[config.mk]
export PLATFORM = sky130hd
export DESIGN_NAME = mac_rx_fcs_check_flat
export DESIGN_NICKNAME = d
export VERILOG_FILES = /design/src/rtl/mac_rx_fcs_check_pkg.sv /design/src/rtl/mac_rx_fcs_check_if.sv /design/src/rtl/mac_rx_fcs_check_crc32_byte_refl.sv /design/src/rtl/mac_rx_fcs_check.sv /design/src/flat_wrapper.sv
export SDC_FILE = /design/constraint.sdc
export NUM_CORES = 1
export LEC_CHECK = 0
export ABC_AREA = 1
export BUFFER_PORTS_ARGS = -buffer_cell sky130_fd_sc_hd__buf_2
export CAP_MARGIN = 25
export CELL_PAD_IN_SITES_DETAIL_PLACEMENT = 1
export CELL_PAD_IN_SITES_GLOBAL_PLACEMENT = 1
export CORE_UTILIZATION = 45
export DETAILED_ROUTE_END_ITERATION = 6
export HOLD_SLACK_MARGIN = 0.06
export PLACE_DENSITY_LB_ADDON = 0.08
export SLEW_MARGIN = 20
export SYNTH_ARGS = -nofsm -noshare
export SYNTH_HDL_FRONTEND = slang
export SYNTH_HIERARCHICAL = 1
export SYNTH_SLANG_ARGS = --single-unit
[constraint.sdc]
create_clock -name clk -period 5.4 [get_ports clk]
set_clock_uncertainty 0.2 [all_clocks]
set_input_delay 0.27 -clock clk [delete_from_list [all_inputs] [get_ports clk]]
set_output_delay 0.27 -clock clk [all_outputs]
set_load 0.03 [all_outputs]
[src/rtl/mac_rx_fcs_check_pkg.sv]
// Shared constants and types for the receive FCS checker.
// Includes CRC-32 constants, status bit positions and FSM states.
package mac_rx_fcs_check_pkg;

   localparam logic [31:0] CRC32_POLY_REFL = 32'hEDB8_8320;
   localparam logic [31:0] CRC32_INIT      = 32'hFFFF_FFFF;
   localparam logic [31:0] CRC32_RESIDUE   = 32'hDEBB_20E3;
   localparam logic [47:0] MAC_BCAST       = 48'hFFFF_FFFF_FFFF;

   localparam int ST_CRC  = 0;
   localparam int ST_RUNT = 1;
   localparam int ST_OVER = 2;
   localparam int ST_DST  = 3;

   localparam int LEN_W = 11;

   typedef enum logic [1:0] {
      S_IDLE,
      S_FILL,
      S_PASS
   } state_t;

endpackage

[src/rtl/mac_rx_fcs_check_if.sv]
// Byte stream in from the MAC and FCS-stripped stream out.
// master: upstream MAC side; slave: the checker.
interface mac_rx_fcs_check_if;

   logic [7:0] rx_data_i;
   logic       rx_valid_i;
   logic       rx_sof_i;
   logic       rx_eof_i;
   logic [7:0] data_o;
   logic       valid_o;
   logic       sof_o;
   logic       eof_o;
   logic [3:0] status_o;

   modport master (
      output rx_data_i, rx_valid_i, rx_sof_i, rx_eof_i,
      input  data_o, valid_o, sof_o, eof_o, status_o
   );

   modport slave (
      input  rx_data_i, rx_valid_i, rx_sof_i, rx_eof_i,
      output data_o, valid_o, sof_o, eof_o, status_o
   );

endinterface

[src/rtl/mac_rx_fcs_check_crc32_byte_refl.sv]
// Combinational reflected CRC-32 update for one byte, LSB first.
// Shared between the RX checker and the TX FCS generator.
module crc32_byte_refl
   import mac_rx_fcs_check_pkg::*;
(
   input  logic [31:0] i_crc,
   input  logic [7:0]  i_data,
   output logic [31:0] o_crc
);

   logic [31:0] w_c;

   always_comb begin
      w_c = i_crc;
      for (int i = 0; i < 8; i++) begin
         w_c = (w_c >> 1) ^ (CRC32_POLY_REFL & {32{w_c[0] ^ i_data[i]}});
      end
      o_crc = w_c;
   end

endmodule

[src/rtl/mac_rx_fcs_check.sv]
// RX CRC-32 / length checker: strips FCS via a 4-byte delay line,
// tags the last payload byte with status and counts good/bad frames.
module mac_rx_fcs_check
   import mac_rx_fcs_check_pkg::*;
#(
   parameter int          MIN_LEN  = 64,
   parameter int          MAX_LEN  = 1518,
   parameter logic [47:0] MAC_ADDR = 48'h0012_3456_7890,
   parameter int          CNT_W    = 32
) (
   input  logic              clk,
   input  logic              rst_n,
   mac_rx_fcs_check_if.slave bus,
   output logic [CNT_W-1:0]  good_cnt_o,
   output logic [CNT_W-1:0]  bad_cnt_o
);

   state_t           r_state, w_state_nx;
   logic [2:0]       r_fill, w_fill_nx;
   logic [3:0][7:0]  r_dly;
   logic [31:0]      r_crc, w_crc_in, w_crc_nx;
   logic [LEN_W-1:0] r_len, w_len_nx;
   logic             r_uc, r_bc, w_uc_nx, w_bc_nx;
   logic             r_first;
   logic [7:0]       w_mac_b, w_bc_b;
   logic [3:0]       w_status;
   logic             w_sof, w_eof, w_take, w_rel;
   logic             w_abort, w_end, w_good, w_bad_end;
   logic             r_valid, r_sof, r_eof;
   logic [7:0]       r_data;
   logic [3:0]       r_status;
   logic [CNT_W-1:0] r_good, r_bad;

   assign w_sof   = bus.rx_valid_i & bus.rx_sof_i;
   assign w_eof   = bus.rx_valid_i & bus.rx_eof_i;
   assign w_take  = w_sof | (bus.rx_valid_i & (r_state != S_IDLE));
   assign w_rel   = bus.rx_valid_i & ~bus.rx_sof_i & (r_state == S_PASS);
   assign w_abort = w_sof & (r_state != S_IDLE);
   assign w_end   = w_take & w_eof;

   assign w_crc_in = w_sof ? CRC32_INIT : r_crc;
   assign w_len_nx = w_sof ? LEN_W'(1) : (&r_len ? r_len : r_len + 1'b1);

   crc32_byte_refl u_crc (
      .i_crc  (w_crc_in),
      .i_data (bus.rx_data_i),
      .o_crc  (w_crc_nx)
   );

   // Destination bytes 1..6 are matched as they stream past.
   always_comb begin
      w_mac_b = '0;
      w_bc_b  = '0;
      for (int k = 1; k <= 6; k++) begin
         if (w_len_nx == LEN_W'(k)) begin
            w_mac_b = MAC_ADDR[8*(6-k) +: 8];
            w_bc_b  = MAC_BCAST[8*(6-k) +: 8];
         end
      end
   end

   assign w_uc_nx = (w_sof | r_uc) &
                    ((w_len_nx > LEN_W'(6)) | (bus.rx_data_i == w_mac_b));
   assign w_bc_nx = (w_sof | r_bc) &
                    ((w_len_nx > LEN_W'(6)) | (bus.rx_data_i == w_bc_b));

   always_comb begin
      w_status          = '0;
      w_status[ST_CRC]  = (w_crc_nx != CRC32_RESIDUE);
      w_status[ST_RUNT] = (w_len_nx < LEN_W'(MIN_LEN));
      w_status[ST_OVER] = (w_len_nx > LEN_W'(MAX_LEN));
      w_status[ST_DST]  = (w_uc_nx | w_bc_nx) & (w_len_nx >= LEN_W'(6));
   end

   assign w_good    = w_rel & w_eof & (w_status[2:0] == 3'b000);
   assign w_bad_end = w_end & ~w_good;

   always_comb begin
      w_state_nx = r_state;
      w_fill_nx  = r_fill;
      if (w_sof) begin
         w_state_nx = bus.rx_eof_i ? S_IDLE : S_FILL;
         w_fill_nx  = 3'd1;
      end else if (bus.rx_valid_i) begin
         unique case (r_state)
            S_FILL: begin
               w_fill_nx = r_fill + 3'd1;
               if (bus.rx_eof_i)       w_state_nx = S_IDLE;
               else if (r_fill == 3'd3) w_state_nx = S_PASS;
            end
            S_PASS: if (bus.rx_eof_i) w_state_nx = S_IDLE;
            default: ;
         endcase
      end
   end

   always_ff @(posedge clk or negedge rst_n) begin
      if (!rst_n) begin
         r_state <= S_IDLE;
         r_fill  <= '0;
      end else begin
         r_state <= w_state_nx;
         r_fill  <= w_fill_nx;
      end
   end

   always_ff @(posedge clk or negedge rst_n) begin
      if (!rst_n) begin
         r_dly    <= '0;
         r_crc    <= CRC32_INIT;
         r_len    <= '0;
         r_uc     <= 1'b0;
         r_bc     <= 1'b0;
         r_first  <= 1'b0;
         r_valid  <= 1'b0;
         r_sof    <= 1'b0;
         r_eof    <= 1'b0;
         r_data   <= '0;
         r_status <= '0;
         r_good   <= '0;
         r_bad    <= '0;
      end else begin
         r_valid  <= 1'b0;
         r_sof    <= 1'b0;
         r_eof    <= 1'b0;
         r_status <= '0;
         if (w_take) begin
            r_crc <= w_crc_nx;
            r_len <= w_len_nx;
            r_uc  <= w_uc_nx;
            r_bc  <= w_bc_nx;
            r_dly <= {r_dly[2:0], bus.rx_data_i};
         end
         if (w_sof) r_first <= 1'b1;
         if (w_rel) begin
            r_valid <= 1'b1;
            r_data  <= r_dly[3];
            r_sof   <= r_first;
            r_first <= 1'b0;
            r_eof   <= bus.rx_eof_i;
            if (bus.rx_eof_i) r_status <= w_status;
         end
         r_good <= r_good + CNT_W'(w_good);
         r_bad  <= r_bad + CNT_W'(w_abort) + CNT_W'(w_bad_end);
      end
   end

   assign bus.data_o   = r_data;
   assign bus.valid_o  = r_valid;
   assign bus.sof_o    = r_sof;
   assign bus.eof_o    = r_eof;
   assign bus.status_o = r_status;
   assign good_cnt_o   = r_good;
   assign bad_cnt_o    = r_bad;

endmodule

[src/flat_wrapper.sv]
// flat-port wrapper written by rule: the top's interface ports become plain ports
module mac_rx_fcs_check_flat import mac_rx_fcs_check_pkg::*;
#(
   parameter int          MIN_LEN  = 64,
   parameter int          MAX_LEN  = 1518,
   parameter logic [47:0] MAC_ADDR = 48'h0012_3456_7890,
   parameter int          CNT_W    = 32
)
  (clk, rst_n, good_cnt_o, bad_cnt_o, bus_rx_data_i, bus_rx_valid_i, bus_rx_sof_i, bus_rx_eof_i, bus_data_o, bus_valid_o, bus_sof_o, bus_eof_o, bus_status_o);
  mac_rx_fcs_check_if bus_i ();
  input  logic clk;
  input  logic rst_n;
  output logic [CNT_W-1:0] good_cnt_o;
  output logic [CNT_W-1:0] bad_cnt_o;
  input wire logic [$bits(bus_i.rx_data_i)-1:0] bus_rx_data_i;
  input wire logic [$bits(bus_i.rx_valid_i)-1:0] bus_rx_valid_i;
  input wire logic [$bits(bus_i.rx_sof_i)-1:0] bus_rx_sof_i;
  input wire logic [$bits(bus_i.rx_eof_i)-1:0] bus_rx_eof_i;
  output wire logic [$bits(bus_i.data_o)-1:0] bus_data_o;
  output wire logic [$bits(bus_i.valid_o)-1:0] bus_valid_o;
  output wire logic [$bits(bus_i.sof_o)-1:0] bus_sof_o;
  output wire logic [$bits(bus_i.eof_o)-1:0] bus_eof_o;
  output wire logic [$bits(bus_i.status_o)-1:0] bus_status_o;
  assign bus_i.rx_data_i = bus_rx_data_i;
  assign bus_i.rx_valid_i = bus_rx_valid_i;
  assign bus_i.rx_sof_i = bus_rx_sof_i;
  assign bus_i.rx_eof_i = bus_rx_eof_i;
  assign bus_data_o = bus_i.data_o;
  assign bus_valid_o = bus_i.valid_o;
  assign bus_sof_o = bus_i.sof_o;
  assign bus_eof_o = bus_i.eof_o;
  assign bus_status_o = bus_i.status_o;
  mac_rx_fcs_check #(.MIN_LEN(MIN_LEN), .MAX_LEN(MAX_LEN), .MAC_ADDR(MAC_ADDR), .CNT_W(CNT_W)) u_core (.clk(clk), .rst_n(rst_n), .bus(bus_i), .good_cnt_o(good_cnt_o), .bad_cnt_o(bad_cnt_o));
endmodule
Word-level counts from Yosys, hierarchy flattened

Index checks and enable logic that the tools add are counted.

$lt $le $gt $ge: 4
Mux-type cells: 31
Add/subtract/negate cells: 5
Bitwise gates (word level): 37
Reductions and logical operators: 9
Equal/unequal tests: 14

Operator list:

| operator                                                            | number |
|---|---|
| XOR 31 x 32 -> 32 bit                                               | 8 |
| adder 32 x 1 -> 32 bit                                              | 3 |
| two-way mux 8 bit                                                   | 10 |
| equality test 11 x 3 -> 1 bit (second input constant)               | 3 |
| two-way mux 32 bit                                                  | 1 |
| != test 32 bit (second input constant)                              | 1 |
| equality test 11 x 2 -> 1 bit (second input constant)               | 2 |
| two-way mux 11 bit                                                  | 2 |
| equality test 8 bit                                                 | 2 |
| AND 1 bit                                                           | 13 |
| adder 11 x 1 -> 11 bit (second input constant)                      | 1 |
| equality test 11 x 1 -> 1 bit (second input constant)               | 1 |
| greater-or-equal comparator 11 x 3 -> 1 bit (second input constant) | 1 |
| greater-than comparator 11 bit (second input constant)              | 1 |
| greater-than comparator 11 x 3 -> 1 bit (second input constant)     | 1 |
| < comparator 11 x 7 -> 1 bit (second input constant)                | 1 |
| AND reduction 11 bit                                                | 1 |
| two-way mux 2 bit                                                   | 5 |
| two-way mux 3 bit                                                   | 3 |
| two-way mux 4 bit                                                   | 2 |
| nonzero test 2 bit                                                  | 4 |
| XOR 1 bit                                                           | 8 |
| two-way mux 1 bit                                                   | 6 |
| OR 1 bit                                                            | 6 |
| other kinds (13)                                                    | 14 |

Register bits: 162
Word-level logic and storage cells: 118

Longest topological paths before layout

Gate-level depths: netlist (run 1).

Depth in word-level cells: 24
Mapped depth: 36

By module

Netlist (run 1), hierarchy kept.

By module, submodules not included:

| module           | times used | area each (µm²) | sequential area each (µm²) | cells an instance |
|---|---|---|---|---|
| mac_rx_fcs_check | 1          | 7,696.1         | 4,093.9                    | 872 |
| crc32_byte_refl  | 1          | 1,273.7         | 0.0                        | 213 |

Worst setup path before layout (run 1)

OpenSTA, ideal clock, no wires.

Path type: in2reg
Start point: input bus_rx_valid_i
End point: register u_core.r_good[26] (netlist: u_core/good_cnt_o[26])
Data arrival time: 4.695 ns
Data required time: 5.066 ns
Path buffers: 2
Setup slack: 0.371 ns
Setup time: 0.134 ns
Stages: 35
Cells stage by stage: nand2_2 buf_6 clkbuf_1 nand2_1 inv_1 nand2_1 nand2_4 nand2_1 nand2_4 inv_4 nand2_1 nand2_1 nand2_1 inv_1 nor2_1 nand2_1 nor3b_1 nand4_1 nor4_1 nand2_1 nor3b_1 ha_1 ha_1 nand3_1 nor2_2 nand4_1 nor2_2 nand3_2 nor3_2 nand3_1 nor2_1 nand2_2 nor3_1 nand2_1 xnor2_1

Word-level cells in the longest chain between the ends: 16

RTL lines:

| what                                   | line                                   | text |
|---|---|---|
| start, declared                        | flat_wrapper.sv:16                     | `input wire logic [$bits(bus_i.rx_valid_i)-1:0] bus_rx_valid_i;` |
| AND 1 bit (*)                          | mac_rx_fcs_check.sv:34                 | `assign w_sof = bus.rx_valid_i & bus.rx_sof_i;` |
| two-way mux 32 bit (*)                 | mac_rx_fcs_check.sv:41                 | `assign w_crc_in = w_sof ? CRC32_INIT : r_crc;` |
| via u_core.w_crc_in[1]                 | mac_rx_fcs_check.sv:21                 | `logic [31:0] r_crc, w_crc_in, w_crc_nx;` |
| XOR 31 x 32 -> 32 bit (*)              | mac_rx_fcs_check_crc32_byte_refl.sv:16 | `w_c = (w_c >> 1) ^ (CRC32_POLY_REFL & {32{w_c[0] ^ i_data[i]}});` |
| XOR 1 bit (*)                          | mac_rx_fcs_check_crc32_byte_refl.sv:16 |  |
| XOR 31 x 32 -> 32 bit (*) (6 in a row) | mac_rx_fcs_check_crc32_byte_refl.sv:16 |  |
| XOR 1 bit                              | mac_rx_fcs_check_crc32_byte_refl.sv:16 |  |
| XOR 31 x 32 -> 32 bit (*)              | mac_rx_fcs_check_crc32_byte_refl.sv:16 |  |
| via u_core.w_crc_nx[21]                | mac_rx_fcs_check.sv:21                 |  |
| != test 32 bit (*)                     | mac_rx_fcs_check.sv:69                 | `w_status[ST_CRC] = (w_crc_nx != CRC32_RESIDUE);` |
| logical NOT 3 bit (*)                  | mac_rx_fcs_check.sv:75                 | `assign w_good = w_rel & w_eof & (w_status[2:0] == 3'b000);` |
| AND 1 bit (*)                          | mac_rx_fcs_check.sv:75                 |  |
| adder 32 x 1 -> 32 bit (*)             | mac_rx_fcs_check.sv:143                | `r_good <= r_good + CNT_W'(w_good);` |
| end signal, assigned                   | mac_rx_fcs_check.sv:143                |  |
| end, declared                          | mac_rx_fcs_check.sv:32                 | `logic [CNT_W-1:0] r_good, r_bad;` |

The timed path passes the listed nets; every way through them passes the cells marked *.
A chain may end at the register's enable or synchronous reset.

Final worst setup path (run 1)

Start point: register u_core.r_crc[2]
End point: register u_core.r_good[30] (netlist: u_core/good_cnt_o[30])

Word-level cells in the longest chain between the ends: 14

RTL lines:

| what                               | line                                   | text |
|---|---|---|
| start, declared                    | mac_rx_fcs_check.sv:21                 |  |
| start signal, assigned             | mac_rx_fcs_check.sv:128                | `r_crc <= w_crc_nx;` |
| two-way mux 32 bit                 | mac_rx_fcs_check.sv:41                 |  |
| via u_core.w_crc_in[2]             | mac_rx_fcs_check.sv:21                 |  |
| XOR 31 x 32 -> 32 bit (2 in a row) | mac_rx_fcs_check_crc32_byte_refl.sv:16 |  |
| XOR 1 bit                          | mac_rx_fcs_check_crc32_byte_refl.sv:16 |  |
| XOR 31 x 32 -> 32 bit (6 in a row) | mac_rx_fcs_check_crc32_byte_refl.sv:16 |  |
| via u_core.w_crc_nx[21]            | mac_rx_fcs_check.sv:21                 |  |
| != test 32 bit                     | mac_rx_fcs_check.sv:69                 |  |
| logical NOT 3 bit                  | mac_rx_fcs_check.sv:75                 |  |
| AND 1 bit                          | mac_rx_fcs_check.sv:75                 |  |
| adder 32 x 1 -> 32 bit             | mac_rx_fcs_check.sv:143                |  |

The timed path passes the listed nets, and every way through them passes these cells.

==> flow_metrics.py, run 1 <==
metrics = {
    "status": {
        "status": "complete, no violations",
    },
    "sta": {
        "layout_min_cycle_time_ns": 5.102,
        "hold_viol_final": 0,
        "fin_crit_sh_pct": 94.48,
        "setup_viol": 0,
        "hold-worst-slack_ns": 0.08256,
        "tns_ns": 0,
        "tightest_slew_ns": 0.8943,
        "fmax_ghz": 0.1960,
        "max-slew-margin-rel_pct": 40.38,
        "final_max_slew_viol_count": 0,
    },
    "yosys": {
        "synth-compound-area-share_pct": 5.189,
        "seq_area_frac_synth_pct": 45.64,
        "synth-adder-area-share_pct": 1.060,
        "muxShareOfSynthArea_pct": 0,
        "yosys_warnings": 6,
        "synth.distinct_cells": 53,
        "syn_avg_cell_area_um2": 8.267,
        "synth_top_family_by_area": "simple AND/OR/NAND/NOR gates",
        "synth_cells": 1085,
        "synthFlopType": "dfrtp_1",
        "synth_edf_count": 0,
        "synth-simple-area-share_pct": 30.66,
        "syn_area_um2": 8970,
        "synth_seq_cells": 162,
        "syn_nets": 1105,
        "async_flop_share_pct": 100.0,
        "synth-xor-area-share_pct": 10.70,
    },
    "floorplan": {
        "fp-row-count": 51,
        "dieArea_um2": 20500,
        "die-height_um": 143.2,
        "io_pins": 92,
        "die-width_um": 143.2,
        "initial_core_util_pct": 45.94,
        "core_um2": 19530,
    },
    "critical_path": {
        "start_kind": "flop",
        "crit_top_cell": "nand2_1",
        "path_buf_inv": 5,
        "cp.required_ns": 5.51,
        "crit_path_end_kind": "flop",
        "critPathKind": "reg2reg",
        "worstPathMaxFanout": 6,
        "slowest_stage": "dfstp_2",
        "cp_slowest_stage_delay_ns": 0.52,
        "cp.arrival_ns": 5.21,
        "crit_family": "simple AND/OR/NAND/NOR gates",
        "rrSetupSlack_ns": 0.30,
    },
    "power_and_ir_drop": {
        "irDropWorstVdd_mv": 0.2675,
        "finalPower_mw": 5.502,
        "p_leak_nw": 5.727,
        "power.density_nw_per_um2": 501.4,
    },
    "clock_tree": {
        "clockBufferDepth": 2,
        "root_buffer": "clkbuf_16",
        "h-tree-depth": 4,
        "tritoncts": "done",
        "cts_made_buffers": 17,
        "clkLatencyLatePin_ns": 0.43,
        "cts.sinks": 162,
        "clkTransAtPathRegs_ns": 0.07,
    },
    "detailed_routing": {
        "vias": 7453,
        "drt_iter0_drc": 264,
        "drc": 0,
        "wl_per_cell_um": 15.51,
        "first_pass_iters": 4,
        "via_per_inst": 4.955,
        "wl_um": 23330,
        "drt.antenna.violating_nets": 0,
    },
    "layout": {
        "nNetsFinal": 1246,
        "fill_cells": 2430,
        "area_delta_synth_final_pct": 22.33,
        "post_route_cells_drive_above_1_share_pct": 26.96,
        "final_util_pct": 56.20,
        "antenna_cells_inserted": 0,
    },
    "hold_path": {
        "min_path_type": "in2reg",
    },
    "global_route": {
        "gr-total-overflow": 0,
        "first_global_vias": 7515,
        "antenna_found_initial": 0,
        "grt_max_degree": 101,
        "track_usage_pct": 23.64,
        "grt_pass1_wl_um": 37860,
    },
    "placement": {
        "hpwl_um": 16470,
        "numPortBuffers": 91,
        "place.gp.congestion": 0.8050,
    },
    "flow_run": {
        "cap_violations": 0,
    },
}
-- cell usage after synthesis (2+ instances only) --
cell type	instances	area share, %
a21oi_1	6	0.33
buf_1	5	0.21
clkbuf_1	16	0.67
clkinv_1	2	0.084
dfrtp_1	130	36
dfstp_2	32	9.4
ha_1	6	0.84
inv_1	128	5.4
inv_4	3	0.21
nand2_1	337	14
nand2_2	28	2.0
nand2_4	13	1.6
nand3_1	49	2.7
nand3_2	13	1.5
nand3_4	2	0.39
nand4_1	15	1.0
nand4_2	3	0.42
nor2_1	46	1.9
nor2_2	15	1.0
nor3_1	14	0.78
nor3_2	4	0.45
nor3b_1	5	0.42
nor4_1	10	0.70
o211ai_1	2	0.17
o21ai_0	73	4.1
or3_1	2	0.14
xnor2_1	33	3.2
xnor2_2	2	0.36
xor2_1	66	6.4
xor2_2	2	0.36
-- stage by stage --
step	instance area, µm²	cells	setup WS (ns)
CTS	10560	1484	0.01435
detailed placement	9861	1441	-0.2662
global placement	9833	1440	-0.1621
global route	10970	1504	-0.1194
finish	10970	1504	0.2979
floorplan	8970	1085	0.3710
-- cells by family after synthesis --
logic type | after synthesis
AND/OR/NAND/NOR | 567
flip-flops | 162
buffers and inverters | 157
XOR/XNOR | 104
AO/OA/AOI/OAI | 88
adder cells (fa/ha/maj) | 7
-- sequential cells by signal, indices dropped and copies added (netlist names), 2 cells and up --
signal,count
u_core/bad_cnt_o,32
u_core/bus.data_o,8
u_core/bus.status_o,4
u_core/good_cnt_o,32
u_core/r_crc,32
u_core/r_dly,32
u_core/r_fill,3
u_core/r_len,11
u_core/r_state,2
-- report_power, final --
| group | internal (mW) | total [mW] | switching, mW |
|---|---|---|---|
| sequential | 1.61 | 1.77 | 0.164 |
| combinational | 0.870 | 2.53 | 1.66 |
| clock | 0.670 | 1.19 | 0.524 |
-- layer usage --
| metal | vias up | GRT usage (%) | share of wire, % |
|---|---|---|---|
| met2 | 113 | 38.61 | 48 |
| met4 | 0 | 6.904 | 1.2 |
| met5 | - | 0 | 0 |
| li1 | 3670 | - | - |
| met3 | 24 | 2.985 | 3.0 |
| met1 | 3646 | 32.70 | 48 |
-- cell type report --
class	instances	area (µm²)	area share (%)
well taps	265	331.6	3.022
clock inverters	12	125.1	1.140
inverters	135	515.5	4.698
repair buffers	144	919.6	8.381
multi-input cells	766	4528	41.27
clock buffers	20	456.7	4.162
flip-flops and latches	162	4096	37.33
-- tightest hold or removal path, delay by kind of cell --
kind                   cells  cell delay [ns]
AO/OA/AOI/OAI              1             0.10
buffers and inverters      2             0.28
-- cell usage in the layout (no fill, tap or decap), types with 15 or more instances in the layout --
master       n
buf_4       40
nand4_1     15
dfstp_2     32
nand2_4     17
nand2_1    320
nand3_2     15
nand2_2     39
buf_2       90
inv_1      125
clkbuf_16   17
dfrtp_1    128
xnor2_1     32
nand3_1     47
nor2_1      45
xor2_1      62
o21ai_0     73
-- path summary, 6_finish.rpt --
check | start | endpoint | depth (start not counted)
min in group asynchronous | rst_n | u_core/good_cnt_o[15]$_DFF_PN0_ | 2
min | bus_rx_data_i[3] | u_core/r_dly[3]$_DFFE_PN0P_ | 3
max | u_core/r_crc[2]$_DFFE_PN1P_ | u_core/good_cnt_o[30]$_DFF_PN0_ | 34
max in group asynchronous | rst_n | u_core/r_len[0]$_DFFE_PN0P_ | 3
min reg2reg | u_core/good_cnt_o[31]$_DFF_PN0_ | u_core/good_cnt_o[31]$_DFF_PN0_ | 1
max reg2reg | u_core/r_crc[2]$_DFFE_PN1P_ | u_core/good_cnt_o[30]$_DFF_PN0_ | 34
-- what timing repair did --
action / in CTS / in global routing
resized for setup: 1 / 55
hold endpoints to repair: 102 / 0
endpoints found under the setup margin: 5 / 21
buffers inserted: 0 / 20
hold buffers: 11 / 0
pin swaps: 0 / 27
No activity file was read; power rests on OpenSTA's default activity.
==> inputs of run 2 (changes only) <==
CORE_MARGIN = 1   (was default)
RECOVER_POWER = 100   (was default)
==> run 2 against run 1 <==
Effect of this change:
- the run now ends with max-capacitance violations, max-slew violations left
- non-clock buffer count did not move
- sequential power hardly changed
- sequential cell count did not move
- via count about the same
- core utilization decreased by 0.72 points
- sequential share of layout area rose by 0.48 points
- global-route usage unchanged
- power about the same
- hold slack gained 0.0041 ns
- worst setup slack got worse by 0.0040 ns
==> flow_metrics.py, run 2 (synthesis gave the netlist of run 1 again) <==
metrics = {
    "detailed_routing": {
        "drt.antenna.violating_nets": 0,
        "wl_per_cell_um": 15.56,
        "wl_um": 23410,
        "first_pass_iters": 4,
        "drc": 0,
        "via_per_inst": 4.953,
        "vias": 7450,
        "drt_iter0_drc": 272,
    },
    "critical_path": {
        "cp.required_ns": 5.51,
        "timing.rr.start": "u_core/r_crc[2]$_DFFE_PN1P_",
        "slowest_stage": "dfstp_2",
        "worstPathMaxFanout": 6,
        "cp_slowest_stage_delay_ns": 0.51,
        "start_kind": "flop",
        "crit_top_cell": "nand2_1",
        "crit_path_end_kind": "flop",
        "reg2reg_depth": 34,
        "critPathKind": "reg2reg",
        "cp.depth": 34,
        "rrSetupSlack_ns": 0.29,
        "cp-endpoint": "u_core/good_cnt_o[30]$_DFF_PN0_",
        "cp-startpoint": "u_core/r_crc[2]$_DFFE_PN1P_",
        "cp.arrival_ns": 5.21,
        "path_buf_inv": 5,
        "crit_family": "simple AND/OR/NAND/NOR gates",
        "r2r-end": "u_core/good_cnt_o[30]$_DFF_PN0_",
    },
    "placement": {
        "place_ws_ns": -0.2662,
        "numPortBuffers": 91,
        "place.gp.congestion": 0.8050,
        "hpwl_um": 16470,
    },
    "floorplan": {
        "die-height_um": 143.2,
        "initial_core_util_pct": 45.94,
        "io_pins": 92,
        "core_um2": 19530,
        "die-width_um": 143.2,
        "fp-row-count": 51,
        "dieArea_um2": 20500,
    },
    "sta": {
        "worst_slack_ns": 0.2940,
        "layout_min_cycle_time_ns": 5.106,
        "fin_crit_sh_pct": 94.56,
        "fmax_ghz": 0.1958,
        "tightest_slew_ns": 3.712,
        "max-slew-margin-rel_pct": -147.4,
        "hold_viol_final": 0,
        "setup_viol": 0,
        "hold-worst-slack_ns": 0.08668,
        "final_max_slew_viol_count": 272,
        "tns_ns": 0,
    },
    "layout": {
        "fill_cells": 2474,
        "final_util_pct": 55.48,
        "antenna_cells_inserted": 0,
        "final_cell_mix": "320 x nand2_1, 128 x dfrtp_1, 125 x inv_1",
        "final_common_cell": "nand2_1",
        "nNetsFinal": 1246,
        "area_delta_synth_final_pct": 20.77,
        "post_route_cells_drive_above_1_share_pct": 20.26,
    },
    "clock_tree": {
        "h-tree-depth": 4,
        "cts_made_buffers": 17,
        "tritoncts": "done",
        "clkLatencyLatePin_ns": 0.43,
        "cts.sinks": 162,
        "root_buffer": "clkbuf_16",
        "clockBufferDepth": 2,
        "clkTransAtPathRegs_ns": 0.07,
    },
    "global_route": {
        "antenna_found_initial": 0,
        "gr-total-overflow": 0,
        "grt_max_degree": 101,
        "first_global_vias": 7515,
        "track_usage_pct": 23.64,
        "grt_pass1_wl_um": 37860,
    },
    "flow_run": {
        "cap_violations": 4,
    },
    "power_and_ir_drop": {
        "power.density_nw_per_um2": 507.7,
        "p_leak_nw": 5.394,
        "irDropWorstVdd_mv": 0.2683,
        "finalPower_mw": 5.500,
    },
    "status": {
        "violations": "max-capacitance violations, max-slew violations",
        "status": "complete, but fails checks",
    },
    "hold_path": {
        "worstHoldPathCells": 3,
        "min_path_type": "in2reg",
    },
}
## run 2: stage by stage
stage | instance area [µm²] | cells
6_report | 10830 | 1504
5_1_grt | 10830 | 1504
4_1_cts | 10560 | 1484
3_5_place_dp | 9861 | 1441
3_3_place_gp | 9833 | 1440
2_1_floorplan | 8970 | 1085
## run 2: worst min-delay path by stage
| stage | from | to | slack, ns |
|---|---|---|---|
| floorplan | rst_n | u_core/bad_cnt_o[0]$_DFF_PN0_ | -0.23 |
| global placement | u_core/good_cnt_o[31]$_DFF_PN0_ | u_core/good_cnt_o[31]$_DFF_PN0_ | 0.25 |
| detailed placement | rst_n | u_core/good_cnt_o[15]$_DFF_PN0_ | 0.01 |
| CTS | bus_rx_data_i[3] | u_core/r_dly[3]$_DFFE_PN0P_ | 0.06 |
| global route | bus_rx_data_i[3] | u_core/r_dly[3]$_DFFE_PN0P_ | 0.12 |
| finish | bus_rx_data_i[3] | u_core/r_dly[3]$_DFFE_PN0P_ | 0.09 |
## run 2: worst register-to-register path, delay by kind of cell (launching register included)
kind                       cells  cell delay [ns]
and+or+nand+nor               26             3.31
buffers and inverters          5             0.56
DFF                            1             0.51
adders and majority gates      2             0.25
xor gates and xnor gates       1             0.13
## run 2: power breakdown
| part | leakage (nW) | switching [mW] | internal (mW) | total, mW |
|---|---|---|---|---|
| clock network | 0.276 | 0.523 | 0.670 | 1.19 |
| logic | 3.09 | 1.66 | 0.863 | 2.53 |
| registers | 2.03 | 0.165 | 1.62 | 1.78 |
## run 2: what timing repair did
item,CTS,global route
pin swaps,0,27
endpoints found under the hold margin,102,0
hold buffers,11,0
resized for setup,1,55
setup endpoints to repair,5,21
setup buffers,0,20
## run 2: layout make-up
type                    count  area, µm²  area share, %
clock buffers              20      456.7          4.216
flip-flops and latches    162       4096          37.81
multi-input cells         766       4528          41.80
well taps                 265      331.6          3.061
repair buffers            144      779.5          7.196
inverters                 135      515.5          4.759
clock inverters            12      125.1          1.155
## run 2: layer usage
metal	share of wire (%)	wire, µm	GRT usage, %
met1	48	11200	32.70
met3	3.2	741	2.985
met5	0	0	0
met4	1.2	291	6.904
met2	48	11170	38.61
==> inputs of run 3 (changes only) <==
SYNTH_HIERARCHICAL = default   (was 1)
==> run 3 against run 2 <==
Effect of this change:
- maximum frequency grew 2.7%
- combinational power is essentially flat
- critical path depth shrank 9
- power grew 3.3%
- largest cell class unchanged
- area after synthesis shrank 4.3%
- the flow still finishes with violations (max-capacitance violations, max-slew violations)
- via count shrank 5.9%
- critical path type unchanged
==> flow_metrics.py, run 3 <==
metrics = {
    "floorplan": {
        "initial_core_util_pct": 45.91,
        "die-width_um": 140.1,
        "die-height_um": 140.1,
        "fp-row-count": 50,
        "core_um2": 18710,
        "dieArea_um2": 19640,
        "io_pins": 92,
    },
    "sta": {
        "final_max_slew_viol_count": 150,
        "layout_min_cycle_time_ns": 4.970,
        "tightest_slew_ns": 2.745,
        "hold_viol_final": 0,
        "fmax_ghz": 0.2012,
        "fin_crit_sh_pct": 92.04,
        "max-slew-margin-rel_pct": -82.99,
        "setup_viol": 0,
    },
    "critical_path": {
        "cp.required_ns": 5.55,
        "crit_path_end_kind": "flop",
        "critPathKind": "reg2reg",
        "cp.arrival_ns": 5.12,
        "worstPathMaxFanout": 5,
        "start_kind": "flop",
    },
    "global_route": {
        "gr-total-overflow": 0,
        "grt_max_degree": 108,
        "first_global_vias": 7393,
        "grt-busiest-layer": "met2",
        "grt_pass1_wl_um": 38320,
        "grtUsageMet2_pct": 41.29,
        "grt_use_met3_pct": 3.966,
        "use_met1_pct": 33.45,
        "track_usage_pct": 24.91,
        "antenna_found_initial": 0,
    },
    "yosys": {
        "synth-xor-area-share_pct": 15.40,
        "yosys_warnings": 0,
        "synth_edf_count": 0,
        "syn_nets": 1022,
        "synth-compound-area-share_pct": 5.552,
        "synth.distinct_cells": 42,
        "synth-adder-area-share_pct": 1.690,
        "synthFlopType": "dfrtp_1",
        "muxShareOfSynthArea_pct": 0.1311,
        "synth_top_family_by_area": "simple AND/OR/NAND/NOR gates",
        "synth_top_area_cell": "dfrtp_1",
        "synth_cells": 998,
        "synth_seq_cells": 162,
        "synth.most_common_cell": "nand2_1",
        "async_flop_share_pct": 100.0,
        "seq_area_frac_synth_pct": 47.68,
        "synth_area_leaders": "dfrtp_1 38%, nand2_1 12%, dfstp_2 9.8%, xor2_1 8.6%, inv_1 4.7%",
        "synth-simple-area-share_pct": 23.71,
        "yosys-top-cells-count": "268 x nand2_1, 130 x dfrtp_1, 108 x inv_1",
        "syn_avg_cell_area_um2": 8.604,
        "yosysTopAreaCellShare_pct": 37.88,
        "syn_area_um2": 8587,
    },
    "placement": {
        "place.gp.congestion": 0.9479,
        "dp_cells": 1325,
        "placed_area_um2": 9434,
        "hpwl_um": 16040,
        "numPortBuffers": 91,
    },
    "detailed_routing": {
        "wl_um": 23020,
        "drt_iter0_drc": 333,
        "vias": 7010,
        "first_pass_iters": 4,
        "via_per_inst": 5.136,
        "drc": 0,
        "wl_per_cell_um": 16.87,
        "drt.antenna.violating_nets": 0,
    },
    "status": {
        "status": "complete, but fails checks",
        "violations": "max-capacitance violations, max-slew violations",
    },
    "layout": {
        "nNetsFinal": 1143,
        "post_route_cells_drive_above_1_share_pct": 12.64,
        "final_cell_mix": "268 x nand2_1, 130 x dfrtp_1, 108 x inv_1",
        "layoutNonFillerInstCount": 1365,
        "final_common_cell": "nand2_1",
        "antenna_cells_inserted": 0,
        "area_delta_synth_final_pct": 18.42,
        "fin_area_um2": 10170,
    },
    "power_and_ir_drop": {
        "internal_power_mw": 3.309,
        "netSwitchingFraction_pct": 41.75,
        "clkPwrFrac_pct": 23.5,
        "power.density_nw_per_um2": 558.7,
        "power_frac_seq_pct": 31.4,
        "finalPower_mw": 5.681,
        "p_comb_share_pct": 45.1,
        "irDropWorstVdd_mv": 0.3492,
        "switching_power_mw": 2.372,
        "p_leak_nw": 4.990,
    },
    "clock_tree": {
        "cts.sinks": 162,
        "tritoncts": "done",
        "clkLatencyLatePin_ns": 0.43,
        "clockBufferDepth": 2,
        "root_buffer": "clkbuf_16",
        "clkTransAtPathRegs_ns": 0.07,
        "h-tree-depth": 4,
        "cts_made_buffers": 17,
    },
    "hold_path": {
        "min_path_type": "in2reg",
    },
    "flow_run": {
        "cap_violations": 2,
    },
}
## run 3: cell count changes after synthesis, moves of 13 or more
cell / previous run / this run
xor2_1: 66 / 84
nor2_2: 15 / 1
nand2_2: 28 / 4
nor2_1: 46 / 78
inv_1: 128 / 108
nand2_1: 337 / 268
nor3_1: 14 / 27
## run 3: power groups by stage
| stage | Clock (mW) | Combinational, mW | Sequential (mW) |
|---|---|---|---|
| final | 1.33 | 2.56 | 1.79 |
| after CTS | 1.36 | 2.55 | 1.79 |
| after global routing | 1.40 | 2.85 | 1.82 |
| after floorplan | 0 | 1.70 | 1.87 |
| after global placement | 0 | 2.44 | 1.79 |
| after detailed placement | 0 | 2.49 | 1.80 |
## run 3: path summary, 6_finish.rpt
kind	startpoint	endpoint	slack, ns	cells past startpoint
worst max-delay path	u_core.r_crc[1]$_DFFE_PN1P_	u_core.bad_cnt_o[29]$_DFF_PN0_	0.43	25
worst min-delay path	bus_rx_valid_i	u_core.r_state[1]$_DFFE_PN0P_	0.07	4
worst max register to register	u_core.r_crc[1]$_DFFE_PN1P_	u_core.bad_cnt_o[29]$_DFF_PN0_	0.43	25
worst min register to register	u_core.r_crc[20]$_DFFE_PN1P_	u_core.r_crc[20]$_DFFE_PN1P_	0.27	2
max in group asynchronous	rst_n	u_core.bad_cnt_o[0]$_DFF_PN0_	1.37	3
min in group asynchronous	rst_n	u_core.r_len[5]$_DFFE_PN0P_	0.99	2
## run 3: timing repair
item	CTS	global route
resized for setup	0	21
setup endpoints to repair	0	16
hold buffers	5	0
buffers inserted	0	3
hold endpoints to repair	81	0
## run 3: cell families after synthesis
kind of cell / Yosys count
buffers and inverters: 131
flip-flops: 162
multiplexers: 1
XOR/XNOR: 130
adder cells (fa/ha/maj): 11
AO/OA/AOI/OAI: 91
AND/OR/NAND/NOR: 472
## run 3: area by class of cell
cell class / instances / area (µm²)
clock buffers: 18 / 439.2
well taps: 234 / 292.8
fillers: 2269 / 8537
inverters: 110 / 414.1
clock inverters: 13 / 200.2
multi-input cells: 705 / 4129
flip-flops and latches: 162 / 4094
repair buffers: 123 / 599.3
## run 3: metal layers
metal  vias up  share of wire, %
li1       3388                 -
met3        29               3.0
met1      3469                46
met2       124                49
met4         0               1.9
met5         -                 0
## run 3: worst max-delay path, stage by stage, from the launching register on
cell and delay (ns):
dfstp_2 0.54, inv_1 0.04, nand2_1 0.12, xor2_2 0.47, xnor2_4 0.17, xnor2_1 0.34, xor2_1 0.23, nor3_1 0.09
nand2_1 0.07, nor2_1 0.05, nand4_1 0.09, nand2_1 0.09, fa_1 0.43, inv_1 0.10, nand3_1 0.11, nor3_2 0.21
inv_1 0.14, nor3_1 0.20, buf_4 0.17, nand4_1 0.13, nor2_1 0.14, nand3_1 0.11, nor2_1 0.12, nand3_1 0.12
nor3_1 0.21, xor2_1 0.18
## run 3: through the flow
step / setup WS, ns / utilization (%) / setup TNS (ns) / hold WS, ns
5_1_grt: -0.02233 / 54.36 / -0.02345 / 0.1027
3_5_place_dp: -0.09717 / 50.43 / -0.1410 / 0.2609
2_1_floorplan: 0.8581 / - / 0 / -0.2256
6_report: 0.4298 / 54.36 / 0 / 0.06578
4_1_cts: 0.03974 / 54.12 / 0 / 0.06301
3_3_place_gp: 0.1095 / 50.43 / 0 / 0.2517
